==> src/rtl/serial_add_ctrl.sv <==
// serial_add_ctrl
//   Bit-serial add/subtract sequencer that drives one external single-bit
//   full adder. It accepts a W-bit operand pair and feeds the adder one bit
//   per cycle, LSB first. The carry is held in a register between bits, and
//   the W-bit result is assembled in place.
//
// Ports
//   CLK, RST            clock, synchronous active-high reset
//   IN_VALID/IN_READY   request handshake (IN_READY high only while idle)
//   OP_A, OP_B          operands, latched on the accept edge
//   CIN_IN, SUB         carry-in for add; SUB=1 computes A-B as A+~B+1
//   FA_A/FA_B/FA_CIN    bit k of latched A, B and the carry to the full adder
//   FA_S/FA_COUT        full adder sum and carry-out (combinational)
//   OUT_VALID/OUT_READY result handshake
//   SUM, COUT, OVF      result word, final carry, signed overflow
module serial_add_ctrl #(
   parameter int W = 8
) (
   input  logic         CLK,
   input  logic         RST,
   input  logic         IN_VALID,
   output logic         IN_READY,
   input  logic [W-1:0] OP_A,
   input  logic [W-1:0] OP_B,
   input  logic         CIN_IN,
   input  logic         SUB,
   output logic         FA_A,
   output logic         FA_B,
   output logic         FA_CIN,
   input  logic         FA_S,
   input  logic         FA_COUT,
   output logic         OUT_VALID,
   input  logic         OUT_READY,
   output logic [W-1:0] SUM,
   output logic         COUT,
   output logic         OVF
);

   localparam int K_W = $clog2(W);
   localparam logic [K_W-1:0] K_LAST = K_W'(W - 1);

   typedef enum logic [1:0] {
      IDLE = 2'd0,
      ADD  = 2'd1,
      HOLD = 2'd2
   } state_t;

   state_t         state;
   logic [W-1:0]   a_q;
   logic [W-1:0]   b_q;
   logic           carry;
   logic [K_W-1:0] k;

   // Operand copies: the request bus may change after the accept edge.
   // B is stored pre-inverted for subtraction.
   always_ff @(posedge CLK) begin
      if (state == IDLE && IN_VALID) begin
         a_q <= OP_A;
         b_q <= SUB ? ~OP_B : OP_B;
      end
   end

   // The adder inputs are driven only while a bit is being processed.
   always_comb begin
      FA_A   = 1'b0;
      FA_B   = 1'b0;
      FA_CIN = 1'b0;
      if (state == ADD) begin
         FA_A   = a_q[k];
         FA_B   = b_q[k];
         FA_CIN = carry;
      end
   end

   always_ff @(posedge CLK) begin
      if (RST) begin
         state     <= IDLE;
         IN_READY  <= 1'b1;
         OUT_VALID <= 1'b0;
         SUM       <= '0;
         COUT      <= 1'b0;
         OVF       <= 1'b0;
         carry     <= 1'b0;
         k         <= '0;
      end else begin
         case (state)
            IDLE: begin
               if (IN_VALID) begin
                  carry    <= SUB ? 1'b1 : CIN_IN;
                  k        <= '0;
                  IN_READY <= 1'b0;
                  state    <= ADD;
               end
            end
            ADD: begin
               SUM[k] <= FA_S;
               carry  <= FA_COUT;
               if (k == K_LAST) begin
                  // carry still holds the carry into the MSB here
                  OVF       <= carry ^ FA_COUT;
                  COUT      <= FA_COUT;
                  k         <= '0;
                  OUT_VALID <= 1'b1;
                  state     <= HOLD;
               end else begin
                  k <= k + 1'b1;
               end
            end
            HOLD: begin
               if (OUT_READY) begin
                  OUT_VALID <= 1'b0;
                  IN_READY  <= 1'b1;
                  state     <= IDLE;
               end
            end
            default: begin
               state     <= IDLE;
               IN_READY  <= 1'b1;
               OUT_VALID <= 1'b0;
            end
         endcase
      end
   end

endmodule

==> config.mk <==
export PLATFORM = sky130hd
export DESIGN_NAME = serial_add_ctrl
export DESIGN_NICKNAME = d
export VERILOG_FILES = /design/src/rtl/serial_add_ctrl.sv
export SDC_FILE = /design/constraint.sdc
export NUM_CORES = 1
export LEC_CHECK = 0
export BUFFER_PORTS_ARGS = -buffer_cell sky130_fd_sc_hd__buf_2
export CAP_MARGIN = 20
export CORE_UTILIZATION = 34
export CTS_CLUSTER_SIZE = 28
export DETAILED_ROUTE_END_ITERATION = 10
export PLACE_DENSITY = 0.61
export SLEW_MARGIN = 30
export SYNTH_ARGS = -nofsm -noshare
export SYNTH_HDL_FRONTEND = slang
export SYNTH_SLANG_ARGS = --single-unit
==> constraint.sdc <==
create_clock -name CLK -period 2.9 [get_ports CLK]
set_clock_uncertainty 0.05 [all_clocks]
set_input_delay 0.58 -clock CLK [delete_from_list [all_inputs] [get_ports CLK]]
set_output_delay 0.58 -clock CLK [all_outputs]
set_load 0.1 [all_outputs]
==> results_dict.tcl, run 1 <==
set metrics [dict create \
    fin_setup_tns_ps 0 \
    required_ps 2270 \
    drt-total-wl_um 2950 \
    ys_ff_latch 34 \
    die_h_um 68.1 \
    grt_pass1_vias 1057 \
    grt_max_degree 19 \
    ctsResizeCount 0 \
    crit_chain "nor2b_1, o31a_1, buf_2" \
    syn-cell-area_um2 1490 \
    synth.top_cell.area_share 0.323 \
    clock-sinks 34 \
    num_antenna_cells 0 \
    insertion_delay_ps 280 \
    final_core_util 0.440 \
    root_buffer "clkbuf_8" \
    slowest_delay_ps 520 \
    track_usage 0.142 \
    final.period_utilization 0.890 \
    cts.clk_slew.worst_paths_ps 60 \
    synth_area_leaders "edfxtp_1 (32%), dfxtp_1 (24%), a21oi_1 (5.7%), xor2_1 (5.3%), mux2i_1 (4.0%)" \
    yosys.area.top_type "edfxtp_1" \
    path_class "reg -> out" \
    synthArstFlopShare 0 \
    synth.most_common_cell "dfxtp_1" \
    cts_setup_buffers 0 \
    p_leak_nw 0.722 \
    synth_warnings 0 \
    syn_area_per_cell_um2 10.9 \
    rsz0062_at_grt "no" \
    drt_iter0_drc 53 \
    setup_violations 0 \
    synth_commonest_cells "dfxtp_1 (18), a21oi_1 (17), edfxtp_1 (16), or3_1 (9), xor2_1 (9)" \
    drt-pass1-iter-count 4 \
    synth_nets 162 \
    die-area_um2 4640 \
    hold_violations 0 \
    ys_seq_area_frac 0.566 \
    grt.overflow.total 0 \
    vias 1160 \
    cts_tree "done" \
    ctsLongestPathBuffers 2 \
    synth_edf_count 16 \
    drc 0 \
    drive_gt1_frac 0.274 \
    portBuffers 38 \
    start_kind "register" \
    fillCellCount 405 \
    tightest_slew_ps 591 \
    synth_cell_types 33 \
    arrival_ps 1950 \
    gp_congestion 0.764 \
    rows 23 \
    routed_via_density 5.16 \
    fin_nets 200 \
    finalCriticalPeriod_ps 2580 \
    start_util 0.364 \
    syn_inst 136 \
    ios 39 \
    powerDensity_nw_per_um2 573 \
    grt_antenna_before_repair 0 \
    dp_hpwl_um 2170 \
    endpoint_kind "output pin" \
    area_delta_synth_final_pct 21.0 \
    ant_nets 0 \
    fp.dieW_um 68.1 \
    status "complete, no violations" \
    whs_ps 411 \
    hold_buffers 0 \
    coreArea_um2 4090 \
    hold_depth 2 \
    slew_headroom 0.605 \
    grt_pass1_wl_um 4750 \
    cts_made_buffers 5 \
    ir_drop_v 0.000304 \
    synth_top_flop_cell "dfxtp_1" \
    drv_slew 0 \
    hp-class "reg -> reg" \
    cpMaxStageDelayCell "nor2b_1" \
    cap_violations 0 \
    cp_max_fo 11 \
    wl_per_cell_um 13.1 \
    rr_worst_depth 3 \
    h-tree-depth 2 \
    fmax_mhz 387 \
]
[final cells by class]
type,instances,area [um2],share of cell area
Clock buffer,7,86.3,0.0480
Clock inverter,1,5.00,0.00278
Inverter,2,7.51,0.00418
Multi-Input combinational cell,93,606,0.337
Sequential cell,34,841,0.468
Tap cell,50,62.6,0.0348
Timing Repair Buffer,38,190,0.106
[state kept, by name, indices dropped and copies added, names as in the netlist]
register / count
state: 2
b_q: 8
OVF: 1
a_q: 8
COUT: 1
carry: 1
OUT_VALID: 1
SUM: 8
IN_READY: 1
k: 3
[path summary, 6_finish.rpt]
path / endpoint / from / slack (ps)
worst min-delay path: COUT / COUT / 410
worst max-delay path: FA_B / state[0] / 320
worst min register to register: COUT / COUT / 410
worst max register to register: SUM[3] / k[0] / 1200
[power by group]
part,internal (mW),leakage (nW),switching (mW)
combinational,0.0433,0.374,0.0867
clock,0.191,0.0482,0.162
sequential,0.531,0.299,0.0168
total,0.765,0.722,0.266
[logic make-up (layout without fill, tap and decap cells)]
group / Yosys count / count (layout) / share of synthesized area
compound gates: 34 / 34 / 0.130
xor+xnor: 9 / 9 / 0.0530
fa+ha+maj: 2 / 2 / 0.0168
buf+inv: 9 / 48 / 0.0269
flops: 34 / 34 / 0.566
mux: 6 / 6 / 0.0404
simple gates: 42 / 42 / 0.167
[critical path, delay by kind of cell (launching register included)]
family / cells / cell delay [ps]
buffers and inverters: 1 / 420
and+or+nand+nor: 1 / 520
AOI/OAI and AO/OA: 1 / 220
DFF: 1 / 510
[per-layer routing]
layer / part of all wire / up-vias / GRT usage
met5: 0 / - / 0
li1: - / 578 / -
met1: 0.41 / 548 / 0.159
met4: 0.016 / 0 / 0.0625
met2: 0.52 / 28 / 0.241
met3: 0.055 / 6 / 0.0517
[placed cells by master, fill, tap and decap left out, types with 2 or more instances in the layout]
| master | n |
|---|---|
| buf_2 | 38 |
| dfxtp_1 | 18 |
| a21oi_1 | 17 |
| edfxtp_1 | 16 |
| xor2_1 | 9 |
| or3_1 | 9 |
| o21ai_0 | 8 |
| mux2i_1 | 6 |
| nand3_1 | 6 |
| nand2_1 | 6 |
| clkbuf_8 | 6 |
| nand2b_1 | 5 |
| o22ai_1 | 3 |
| nor3_1 | 3 |
| nor2_1 | 3 |
| or3b_4 | 2 |
| nand3b_1 | 2 |
| ha_1 | 2 |
[per-stage QoR]
step           power (mW)  cell area [um2]  std cells  setup WS (ps)
2_1_floorplan       0.653             1490        136            596
3_3_place_gp        0.683             1710        217            653
3_5_place_dp        0.690             1710        217            615
4_1_cts              1.05             1800        225            299
5_1_grt              1.08             1800        225            177
6_report             1.03             1800        225            318
Power figures use the tool's default switching activity.
==> inputs of run 2 (changes only) <==
Settings changed: ABC_AREA from default to 1, PLACE_DENSITY 0.61 to 0.6.
==> run 2 against run 1 <==
Against the previous run:
- power grew 1.9%
- synthesized area increased by 4.6%
- global-route usage down 0.75 points
- final area increased by 4.2%
- register-to-register slack got worse by 30 ps
- worst setup slack lost 75 ps
- clock power barely moved
- maximum frequency shrank 2.8%
- first-iteration DRC count increased by 55%
- die area rose by 4.5%
- count of clock-buffer cells in the layout down 1
- sequential share of layout area fell by 1.9 points
==> results_dict.tcl, run 2 <==
set metrics [dict create \
    finalCriticalPeriod_ps 2660 \
    layout_common_cells "buf_2 (38), nand2_1 (37), nor2_1 (21), inv_1 (20), dfxtp_1 (18)" \
    r2r_start "k[0]" \
    grt_pass1_vias 1174 \
    portBuffers 38 \
    grt.overflow.total 0 \
    synth.top_cell.area_share 0.309 \
    start_util 0.355 \
    seqCellArea_um2 841 \
    synth.most_common_cell "nand2_1" \
    ir_drop_v 0.000292 \
    startpoint "k[0]" \
    arrival_ps 2030 \
    drt_iter0_drc 82 \
    reg2reg_to "COUT" \
    tightest_slew_ps 621 \
    insertion_delay_ps 290 \
    powerDensity_nw_per_um2 561 \
    root_buffer "clkbuf_8" \
    hold_buffers 0 \
    syn_inst 178 \
    synth_warnings 0 \
    fin_setup_tns_ps 0 \
    cp_max_fo 15 \
    ctsLongestPathBuffers 2 \
    routed_via_density 4.56 \
    crit_path_end "FA_A" \
    fillCellCount 449 \
    cts_made_buffers 5 \
    ys_seq_area_frac 0.541 \
    synth_top_flop_cell "dfxtp_1" \
    drv_slew 0 \
    final_common_cell "buf_2" \
    die-area_um2 4850 \
    fmax_mhz 376 \
    vias 1240 \
    rrSetupSlack_ps 1170 \
    cts_setup_buffers 0 \
    synth_edf_count 16 \
    status "complete, no violations" \
    coreArea_um2 4380 \
    rr_worst_depth 7 \
    grt_pass1_wl_um 5070 \
    synth_nets 204 \
    hp-class "reg -> reg" \
    synthArstFlopShare 0 \
    start_kind "register" \
    rsz0062_at_grt "no" \
    num_antenna_cells 0 \
    grt_max_degree 17 \
    cts.clk_slew.worst_paths_ps 70 \
    yosys.area.top_type "edfxtp_1" \
    cts_tree "done" \
    gp_congestion 0.786 \
    ios 39 \
    multiInputGateArea_um2 599 \
    drive_gt1_frac 0.250 \
    die_h_um 69.6 \
    ant_nets 0 \
    final_core_util 0.427 \
    drt-total-wl_um 3050 \
    slew_headroom 0.586 \
    syn-cell-area_um2 1560 \
    setup_violations 0 \
    ctsResizeCount 0 \
    fp.dieW_um 69.6 \
    endpoint_kind "output pin" \
    clock-sinks 34 \
    cap_violations 0 \
    track_usage 0.135 \
    final.period_utilization 0.916 \
    drc 0 \
    power.total_mw 1.05 \
    synth_area_leaders "edfxtp_1 (31%), dfxtp_1 (23%), nand2_1 (8.9%), nor2_1 (5.1%), inv_1 (4.8%)" \
    hold_violations 0 \
    p_leak_nw 0.851 \
    wl_per_cell_um 11.2 \
    area_delta_synth_final_pct 20.4 \
    rows 24 \
    drt-pass1-iter-count 4 \
    h-tree-depth 2 \
    top_regs "SUM x8, a_q x8, b_q x8" \
    fin_nets 245 \
    syn_area_per_cell_um2 8.74 \
    synth_cell_types 25 \
    required_ps 2270 \
    synth_commonest_cells "nand2_1 (37), nor2_1 (21), inv_1 (20), dfxtp_1 (18), edfxtp_1 (16)" \
    dp_hpwl_um 2220 \
    path_class "reg -> out" \
    grt_antenna_before_repair 0 \
    ys_ff_latch 34 \
]
-- run 2: area by class of cell --
cell class / count / share of cell area
Inverter: 23 / 0.0468
Timing Repair Buffer: 38 / 0.102
Multi-Input combinational cell: 117 / 0.320
Clock inverter: 2 / 0.00401
Tap cell: 52 / 0.0347
Clock buffer: 6 / 0.0441
Sequential cell: 34 / 0.449
-- run 2: metal layers --
metal  track usage  vias to the layer above  wire, um
li1              -                      654         -
met3        0.0523                        6       190
met2         0.221                       38      1400
met1         0.159                      542      1410
met5             0                        -         0
met4        0.0533                        0        46
-- run 2: stage by stage --
stage          setup WS (ps)  cell area [um2]  hold slack [ps]  instances
2_1_floorplan            143             1560              441        178
3_3_place_gp             635             1780              379        264
3_5_place_dp             577             1780              387        264
4_1_cts                  231             1870              401        272
5_1_grt                 91.7             1870              397        272
6_report                 243             1870              395        272
-- run 2: cells by family (layout without fill, tap and decap cells) --
logic type | Yosys count | in the layout | share of synthesized area
and+or+nand+nor | 84 | 84 | 0.246
AOI/OAI and AO/OA | 22 | 22 | 0.0724
buffers and inverters | 27 | 69 | 0.0740
xor gates and xnor gates | 9 | 9 | 0.0507
DFF | 34 | 34 | 0.541
adders and majority gates | 2 | 2 | 0.0161
-- run 2: how the worst min path moves through the flow --
stage,start,slack [ps],cells after the start,to
after global routing,OP_A[1],400,1,a_q[1]
after CTS,OUT_VALID,400,2,OUT_VALID
after global placement,IN_READY,380,2,IN_READY
final,OUT_VALID,390,2,OUT_VALID
after detailed placement,IN_READY,390,2,IN_READY
after floorplan,k[1],440,2,k[1]
-- run 2: worst max-delay path: stages, from the launching register on --
cell,delay (ps)
dfxtp_1,720
inv_2,170
nand2_1,100
nand3_1,70
nand3_1,90
nor2_1,40
nor2_1,110
buf_2,440
-- run 2: power by group --
group | internal (mW) | switching (mW)
Sequential | 0.532 | 0.0159
Combinational | 0.0415 | 0.106
Clock | 0.187 | 0.169
